File: config.mk
export PLATFORM = sky130hd
export DESIGN_NAME = apb_master
export DESIGN_NICKNAME = d
export VERILOG_FILES = /design/src/rtl/apb_pkg.sv /design/src/rtl/apb_wait_timer.sv /design/src/rtl/apb_master.sv
export SDC_FILE = /design/constraint.sdc
export NUM_CORES = 1
export LEC_CHECK = 0
export CAP_MARGIN = 30
export CORE_MARGIN = 2
export CORE_UTILIZATION = 42
export CTS_CLUSTER_DIAMETER = 30
export CTS_CLUSTER_SIZE = 8
export DETAILED_ROUTE_END_ITERATION = 6
export PLACE_DENSITY = 0.91
export REMOVE_ABC_BUFFERS = 1
export SLEW_MARGIN = 20
export SYNTH_ARGS = -nofsm -noshare
export SYNTH_HDL_FRONTEND = slang
export SYNTH_SLANG_ARGS = --single-unit
File: constraint.sdc
create_clock -name clk -period 2.6 [get_ports clk]
set_clock_uncertainty 0.1 [all_clocks]
set_input_delay 0.52 -clock clk [delete_from_list [all_inputs] [get_ports clk]]
set_output_delay 0.52 -clock clk [all_outputs]
set_load 0.05 [all_outputs]
File: src/rtl/apb_pkg.sv
// Shared types and constants for the APB4 requester and its wait-state timer.
package apb_pkg;

   typedef enum logic [1:0] {
      IDLE   = 2'd0,
      SETUP  = 2'd1,
      ACCESS = 2'd2
   } apb_state_e;

   localparam logic [31:0] BASE_ADDR = 32'hA200_0000;

   // Bit positions inside pprot
   localparam int unsigned PROT_PRIV   = 0;
   localparam int unsigned PROT_SECURE = 1;
   localparam int unsigned PROT_INSTR  = 2;

   // Counter width able to hold 0..limit; a disabled limit still needs one bit
   function automatic int unsigned timer_width(input int unsigned limit);
      return (limit == 0) ? 1 : $clog2(limit + 1);
   endfunction

endpackage

File: src/rtl/apb_wait_timer.sv
// Wait-state counter for the APB ACCESS phase; flags the cycle that reaches the limit.
module apb_wait_timer
   import apb_pkg::*;
#(
   parameter int unsigned LIMIT = 16
) (
   input  logic clk,
   input  logic nrst,
   input  logic i_clear,
   input  logic i_enable,
   output logic o_expire
);

   localparam int unsigned CNT_W   = timer_width(LIMIT);
   localparam bit          TMO_EN  = (LIMIT != 0);
   localparam logic [CNT_W-1:0] LIMIT_V = CNT_W'(LIMIT);
   localparam logic [CNT_W-1:0] LAST_V  = TMO_EN ? CNT_W'(LIMIT - 1) : '0;

   logic [CNT_W-1:0] r_count;
   logic             w_at_limit;

   assign w_at_limit = (r_count == LIMIT_V);

   always_ff @(posedge clk or negedge nrst) begin
      if (!nrst) begin
         r_count <= '0;
      end else if (i_clear) begin
         r_count <= '0;
      end else if (i_enable && !w_at_limit) begin
         r_count <= r_count + 1'b1;
      end
   end

   // Expire on the stalled cycle that would bring the count up to the limit
   assign o_expire = TMO_EN && i_enable && (r_count == LAST_V);

endmodule

File: src/rtl/apb_master.sv
// APB4 requester: one command at a time through SETUP/ACCESS, one-cycle response strobe,
// wait-state timeout abort.
module apb_master
   import apb_pkg::*;
#(
   parameter int unsigned ADDR_WIDTH     = 32,
   parameter int unsigned DATA_WIDTH     = 32,
   parameter int unsigned DATA_STRB      = DATA_WIDTH / 8,
   parameter int unsigned TIMEOUT_CYCLES = 16
) (
   input  logic                  clk,
   input  logic                  nrst,
   input  logic                  cmd_valid,
   output logic                  cmd_ready,
   input  logic                  cmd_write,
   input  logic [ADDR_WIDTH-1:0] cmd_addr,
   input  logic [DATA_WIDTH-1:0] cmd_wdata,
   input  logic [DATA_STRB-1:0]  cmd_strb,
   input  logic [2:0]            cmd_prot,
   output logic                  rsp_valid,
   output logic [DATA_WIDTH-1:0] rsp_rdata,
   output logic                  rsp_err,
   output logic                  rsp_timeout,
   output logic                  psel,
   output logic                  penable,
   output logic                  pwrite,
   output logic [ADDR_WIDTH-1:0] paddr,
   output logic [DATA_WIDTH-1:0] pwdata,
   output logic [DATA_STRB-1:0]  pstrb,
   output logic [2:0]            pprot,
   input  logic                  pready,
   input  logic [DATA_WIDTH-1:0] prdata,
   input  logic                  pslverr
);

   apb_state_e            r_state;
   logic                  r_cmd_ready;
   logic                  r_rsp_valid;
   logic [DATA_WIDTH-1:0] r_rsp_rdata;
   logic                  r_rsp_err;
   logic                  r_rsp_timeout;
   logic                  r_psel;
   logic                  r_penable;
   logic                  r_pwrite;
   logic [ADDR_WIDTH-1:0] r_paddr;
   logic [DATA_WIDTH-1:0] r_pwdata;
   logic [DATA_STRB-1:0]  r_pstrb;
   logic [2:0]            r_pprot;

   logic w_accept;
   logic w_tmr_clear;
   logic w_tmr_enable;
   logic w_expire;

   // r_cmd_ready is only ever high in IDLE, so it doubles as the state qualifier
   assign w_accept     = cmd_valid && r_cmd_ready;
   assign w_tmr_clear  = (r_state == SETUP);
   assign w_tmr_enable = (r_state == ACCESS) && !pready;

   apb_wait_timer #(
      .LIMIT (TIMEOUT_CYCLES)
   ) u_wait_timer (
      .clk      (clk),
      .nrst     (nrst),
      .i_clear  (w_tmr_clear),
      .i_enable (w_tmr_enable),
      .o_expire (w_expire)
   );

   always_ff @(posedge clk or negedge nrst) begin
      if (!nrst) begin
         r_state       <= IDLE;
         r_cmd_ready   <= 1'b0;
         r_rsp_valid   <= 1'b0;
         r_rsp_rdata   <= '0;
         r_rsp_err     <= 1'b0;
         r_rsp_timeout <= 1'b0;
         r_psel        <= 1'b0;
         r_penable     <= 1'b0;
         r_pwrite      <= 1'b0;
         r_paddr       <= '0;
         r_pwdata      <= '0;
         r_pstrb       <= '0;
         r_pprot       <= '0;
      end else begin
         r_rsp_valid <= 1'b0;
         case (r_state)
            IDLE: begin
               r_cmd_ready <= 1'b1;
               if (w_accept) begin
                  r_paddr     <= cmd_addr;
                  r_pwrite    <= cmd_write;
                  r_pwdata    <= cmd_write ? cmd_wdata : '0;
                  r_pstrb     <= cmd_write ? cmd_strb : '0;
                  r_pprot     <= cmd_prot;
                  r_psel      <= 1'b1;
                  r_penable   <= 1'b0;
                  r_cmd_ready <= 1'b0;
                  r_state     <= SETUP;
               end
            end
            SETUP: begin
               r_penable <= 1'b1;
               r_state   <= ACCESS;
            end
            ACCESS: begin
               // pready takes priority over an expiring timer on the same cycle
               if (pready) begin
                  r_psel        <= 1'b0;
                  r_penable     <= 1'b0;
                  r_rsp_valid   <= 1'b1;
                  r_rsp_rdata   <= r_pwrite ? '0 : prdata;
                  r_rsp_err     <= pslverr;
                  r_rsp_timeout <= 1'b0;
                  r_cmd_ready   <= 1'b1;
                  r_state       <= IDLE;
               end else if (w_expire) begin
                  r_psel        <= 1'b0;
                  r_penable     <= 1'b0;
                  r_rsp_valid   <= 1'b1;
                  r_rsp_rdata   <= '0;
                  r_rsp_err     <= 1'b1;
                  r_rsp_timeout <= 1'b1;
                  r_cmd_ready   <= 1'b1;
                  r_state       <= IDLE;
               end
            end
            default: begin
               r_psel      <= 1'b0;
               r_penable   <= 1'b0;
               r_cmd_ready <= 1'b0;
               r_state     <= IDLE;
            end
         endcase
      end
   end

   assign cmd_ready   = r_cmd_ready;
   assign rsp_valid   = r_rsp_valid;
   assign rsp_rdata   = r_rsp_rdata;
   assign rsp_err     = r_rsp_err;
   assign rsp_timeout = r_rsp_timeout;
   assign psel        = r_psel;
   assign penable     = r_penable;
   assign pwrite      = r_pwrite;
   assign paddr       = r_paddr;
   assign pwdata      = r_pwdata;
   assign pstrb       = r_pstrb;
   assign pprot       = r_pprot;

endmodule

Word-level counts from Yosys, hierarchy flattened
Index checks and enable logic that the tools add are counted.

Input bits: 109. Bits in registers: 117. Output and inout port bits: 110.

Bitwise operators: 1. Mux-type cells: 26. $add $sub $neg: 1. Eq/ne operators: 6. Reductions and logical operators: 14.

Operators by type and width (number): two-way mux 32 bit (4); two-way mux 1 bit (12); two-way mux 5 bit (2); case mux 1 bit (3 select lines) (3); AND reduction 2 bit (4); two-way mux 2 bit (3); case mux 2 bit (3 select lines) (1); adder 5 x 1 -> 5 bit (second input constant) (1); equality test 5 x 4 -> 1 bit (second input constant) (1); equality test 5 bit (second input constant) (1); logical AND 1 bit (4); two-way mux 4 bit (1); nonzero test 2 bit (2); inequality test 3 x 2 -> 1 bit (second input constant) (1); AND reduction 3 bit (1); equality test 2 x 1 -> 1 bit (second input constant) (1); equality test 2 bit (second input constant) (1); logical NOT 1 bit (2); logical NOT 2 bit (1); inequality test 2 bit (second input constant) (1); inverter 1 bit (1).

Logic depth before layout (Yosys ltp)
Word-level depth: 6. Depth in mapped cells: 7. Mapped depth without buffers: 6.

Modules after synthesis
From an unflattened synthesis, not the netlist that was laid out.

Cell total of the unflattened synthesis: 509. Area, all modules: 4730.8 sq um.

Modules (own cells, without submodules): apb_master (area each 4431.8 sq um, instances 1, cells each 478); apb_wait_timer (area each 299.0 sq um, instances 1, cells each 31).

Worst setup path after synthesis
No wires, ideal clock.

Path kind: register -> register. Start: register u_wait_timer.r_count[0]. End: register r_rsp_rdata[22] (netlist: rsp_rdata[22]). Cell stages (with the launch flop): 8. Arrival time: 1.657 ns. Setup slack: 0.767 ns. Buffers on the path: 1. Clock period less this slack: 1.833 ns. Required time: 2.424 ns. Cells stage by stage: dfrtp_1 > ha_1 > and3_1 > ha_1 > nor2_1 > clkbuf_1 > o21ai_0 > o21ai_1.

Cells in the longest elaborated chain, start to end: 4.

RTL lines: start, declared (line apb_wait_timer.sv:19) `logic [CNT_W-1:0] r_count;`; start signal, assigned (line apb_wait_timer.sv:30) `r_count <= r_count + 1'b1;`; equality test 5 x 4 -> 1 bit (line apb_wait_timer.sv:35) `assign o_expire = TMO_EN && i_enable && (r_count == LAST_V);`; logical AND 1 bit (line apb_wait_timer.sv:35); nonzero test 2 bit (no source line); AND reduction 2 bit (no source line); end signal, assigned (line apb_master.sv:112) `r_rsp_rdata <= r_pwrite ? '0 : prdata;`; end, declared (line apb_master.sv:39) `logic [DATA_WIDTH-1:0] r_rsp_rdata;`.

No other way between the ends. A chain may end at the register's enable or synchronous reset.

Worst setup path after layout
Start: register r_cmd_ready (netlist: cmd_ready). End: output port cmd_ready.

RTL lines: start, declared (line apb_master.sv:37) `logic r_cmd_ready;`; start signal, assigned (line apb_master.sv:73) `r_cmd_ready <= 1'b0;`; start signal, assigned (line apb_master.sv:89) `r_cmd_ready <= 1'b1;`; start signal, assigned (line apb_master.sv:98) `r_cmd_ready <= 1'b0;`; end, declared (line apb_master.sv:14) `output logic cmd_ready,`.

No word-level cell between the ends.

==> results.py <==
metrics = {
    "floorplanning": {
        "num_rows": 39,
        "dieArea_um2": 12500,
        "die_h_um": 112,
        "core-area_um2": 11400,
        "initial_core_util_pct": 42.9,
        "pin_count": 219,
        "die_w_um": 112,
    },
    "worst_setup_path": {
        "cp_num_buf_inv": 1,
        "critPathKind": "reg2out",
        "crit_required_ps": 1980,
        "crit_path_end_kind": "output port",
        "cp_slowest_cell": "clkdlybuf4s50_1",
        "cp_max_fo": 5,
        "cp_slowest_stage_delay_ps": 850,
        "cp_data_arrival_time_ps": 1680,
        "critPathTopFamily": "buffers and inverters",
        "crit_chain": "clkdlybuf4s50_1",
        "cp-start-kind": "flop",
    },
    "grt": {
        "overflow": 0,
        "track_usage_pct": 22.1,
        "grt_max_degree": 73,
        "grt_pass1_vias": 4306,
        "antenna_found_initial": 0,
        "grt_first_pass_wirelength_mm": 21.9,
    },
    "place": {
        "hpwl_mm": 9.55,
        "pre_cts_ws_ps": 389,
        "placed_area_um2": 7200,
        "gp_congestion": 0.849,
        "port_buffers": 218,
    },
    "timing": {
        "slew_viol_final": 0,
        "worst_slack_ps": 296,
        "worstMarginPinSlew_ps": 561,
        "hold_viol": 0,
        "max_slew_margin_pct": 62.5,
        "finalCritPeriodShare_pct": 88.6,
        "rsz0062_at_grt": "no",
        "fin_crit_ps": 2300,
        "clock.fmax_mhz": 434,
        "setup_viol": 0,
    },
    "synth": {
        "yosysSeqAreaShare_pct": 59.3,
        "ys_top_cells_by_area": "dfrtp_1, mux2_4, nand2_1",
        "synth_cell_types": 36,
        "ys.flop_type": "dfrtp_1",
        "async_flop_share_pct": 100,
        "synth_top_area_cell": "dfrtp_1",
        "synth_edf_count": 0,
        "syn_inst": 442,
        "synth_top_area_share_pct": 59.3,
        "syn_area_per_cell_um2": 11.1,
        "ys_ff_latch": 116,
        "ys_warn_count": 0,
        "syn_area_um2": 4890,
    },
    "power_and_ir_drop": {
        "power_density_nw_per_um2": 1490,
        "p_leak_nw": 3.47,
        "irDropWorstVdd_mv": 0.961,
    },
    "clock_tree": {
        "ctsResizeCount": 0,
        "path_clk_slew_ps": 50,
        "numCtsBuffers": 17,
        "numClockSinks": 116,
        "clock_latency_ps": 390,
        "clockRootBuffer": "clkbuf_16",
        "tritoncts": "built",
        "htreeDepth": 4,
        "postCtsSetupRepairBufs": 0,
        "cts_hold_buffers": 0,
        "clockBufferDepth": 2,
    },
    "final_layout": {
        "utilization_pct": 68.9,
        "final_cell_mix": "clkdlybuf4s50_1, dfrtp_1, nand2_1, o21ai_0, mux2_4",
        "multi_input_area_um2": 1790,
        "fillCellCount": 842,
        "drive_gt1_share_pct": 12.1,
        "fin_area_um2": 7870,
        "regArea_um2": 2900,
        "nets": 768,
        "final_common_cell": "clkdlybuf4s50_1",
        "area_growth_pct": 60.9,
        "antenna_cells": 0,
    },
    "routing": {
        "drc": 0,
        "wl_per_cell_um": 16.7,
        "drt_iter0_drc": 361,
        "dr.pass1.iters": 7,
        "via_per_inst": 5.02,
        "postRouteAntennaNets": 0,
        "wirelength_mm": 13.5,
        "vias": 4071,
    },
    "run_status": {
        "status": "finished clean",
    },
    "flow_run": {
        "maxCapViolCount": 0,
    },
    "worst_hold_path": {
        "holdCritPathClass": "in2async",
    },
}
## worst paths after layout
path / from / end / slack, ps / cells after the start
setup / recovery: cmd_ready / cmd_ready / 300 / 1
hold / removal: nrst / rsp_rdata[21] / 20 / 1
setup reg to reg: u_wait_timer.r_count[0] / rsp_rdata[17] / 620 / 7
hold reg to reg: pwdata[12] / pwdata[12] / 380 / 2
max in group asynchronous: nrst / rsp_rdata[28] / 1740 / 2
min in group clk: pwdata[12] / pwdata[12] / 380 / 2
## cell usage after synthesis (2+ instances only)
master / n
buf_6: 7
nand3_1: 2
mux2_4: 36
and3_1: 3
nor2b_1: 2
nand4bb_1: 2
inv_1: 7
o21ai_0: 69
dfrtp_1: 116
o21ai_1: 32
clkbuf_2: 2
a21oi_1: 5
o22ai_1: 2
nand2_1: 106
nand2b_1: 4
buf_2: 10
ha_1: 3
clkbuf_1: 14
a211o_1: 2
or3_1: 2
## logic make-up after synthesis
| group | share of synthesized area [%] |
|---|---|
| adders and majority gates | 0.767 |
| and+or+nand+nor | 11.5 |
| muxes | 11.3 |
| buffers and inverters | 4.45 |
| AOI/OAI and AO/OA | 12.7 |
| DFF | 59.3 |
## flip-flops by register name, indices dropped and copies added (netlist names), 2 cells and up
register and cells:
paddr 32, pwdata 32, rsp_rdata 32, u_wait_timer.r_count 5, pstrb 4, pprot 3, r_state 2
## area by class of cell
class / count / area share [%]
Clock inverter: 8 / 2.16
Timing Repair Buffer: 228 / 29.3
Tap cell: 143 / 2.27
Multi-Input combinational cell: 286 / 22.8
Clock buffer: 23 / 6.33
Inverter: 7 / 0.334
Sequential cell: 116 / 36.9
## metal layers
metal,wire (um),track usage (%),vias up
li1,-,-,1919
met3,996,6.86,20
met4,193,8.05,0
met2,6900,37.4,196
met1,5430,26.7,1936
met5,0,0,-
## metrics by stage
step                hold slack [ps]  std cells  power [W]  TNS, ps
finish                         20.5        811     0.0118        0
global route                   56.0        811     0.0123        0
CTS                            18.9        811     0.0118        0
detailed placement              371        780    0.00916        0
global placement                362        780    0.00900        0
floorplan                       124        409    0.00750  -180510
## where the power goes
group	switching, W	total [W]	internal [W]
clock network	0.000784	0.00261	0.00182
logic	0.00385	0.00606	0.00222
registers	0.000506	0.00309	0.00258
total	0.00514	0.0118	0.00662
No activity file was read; power rests on OpenSTA's default activity.
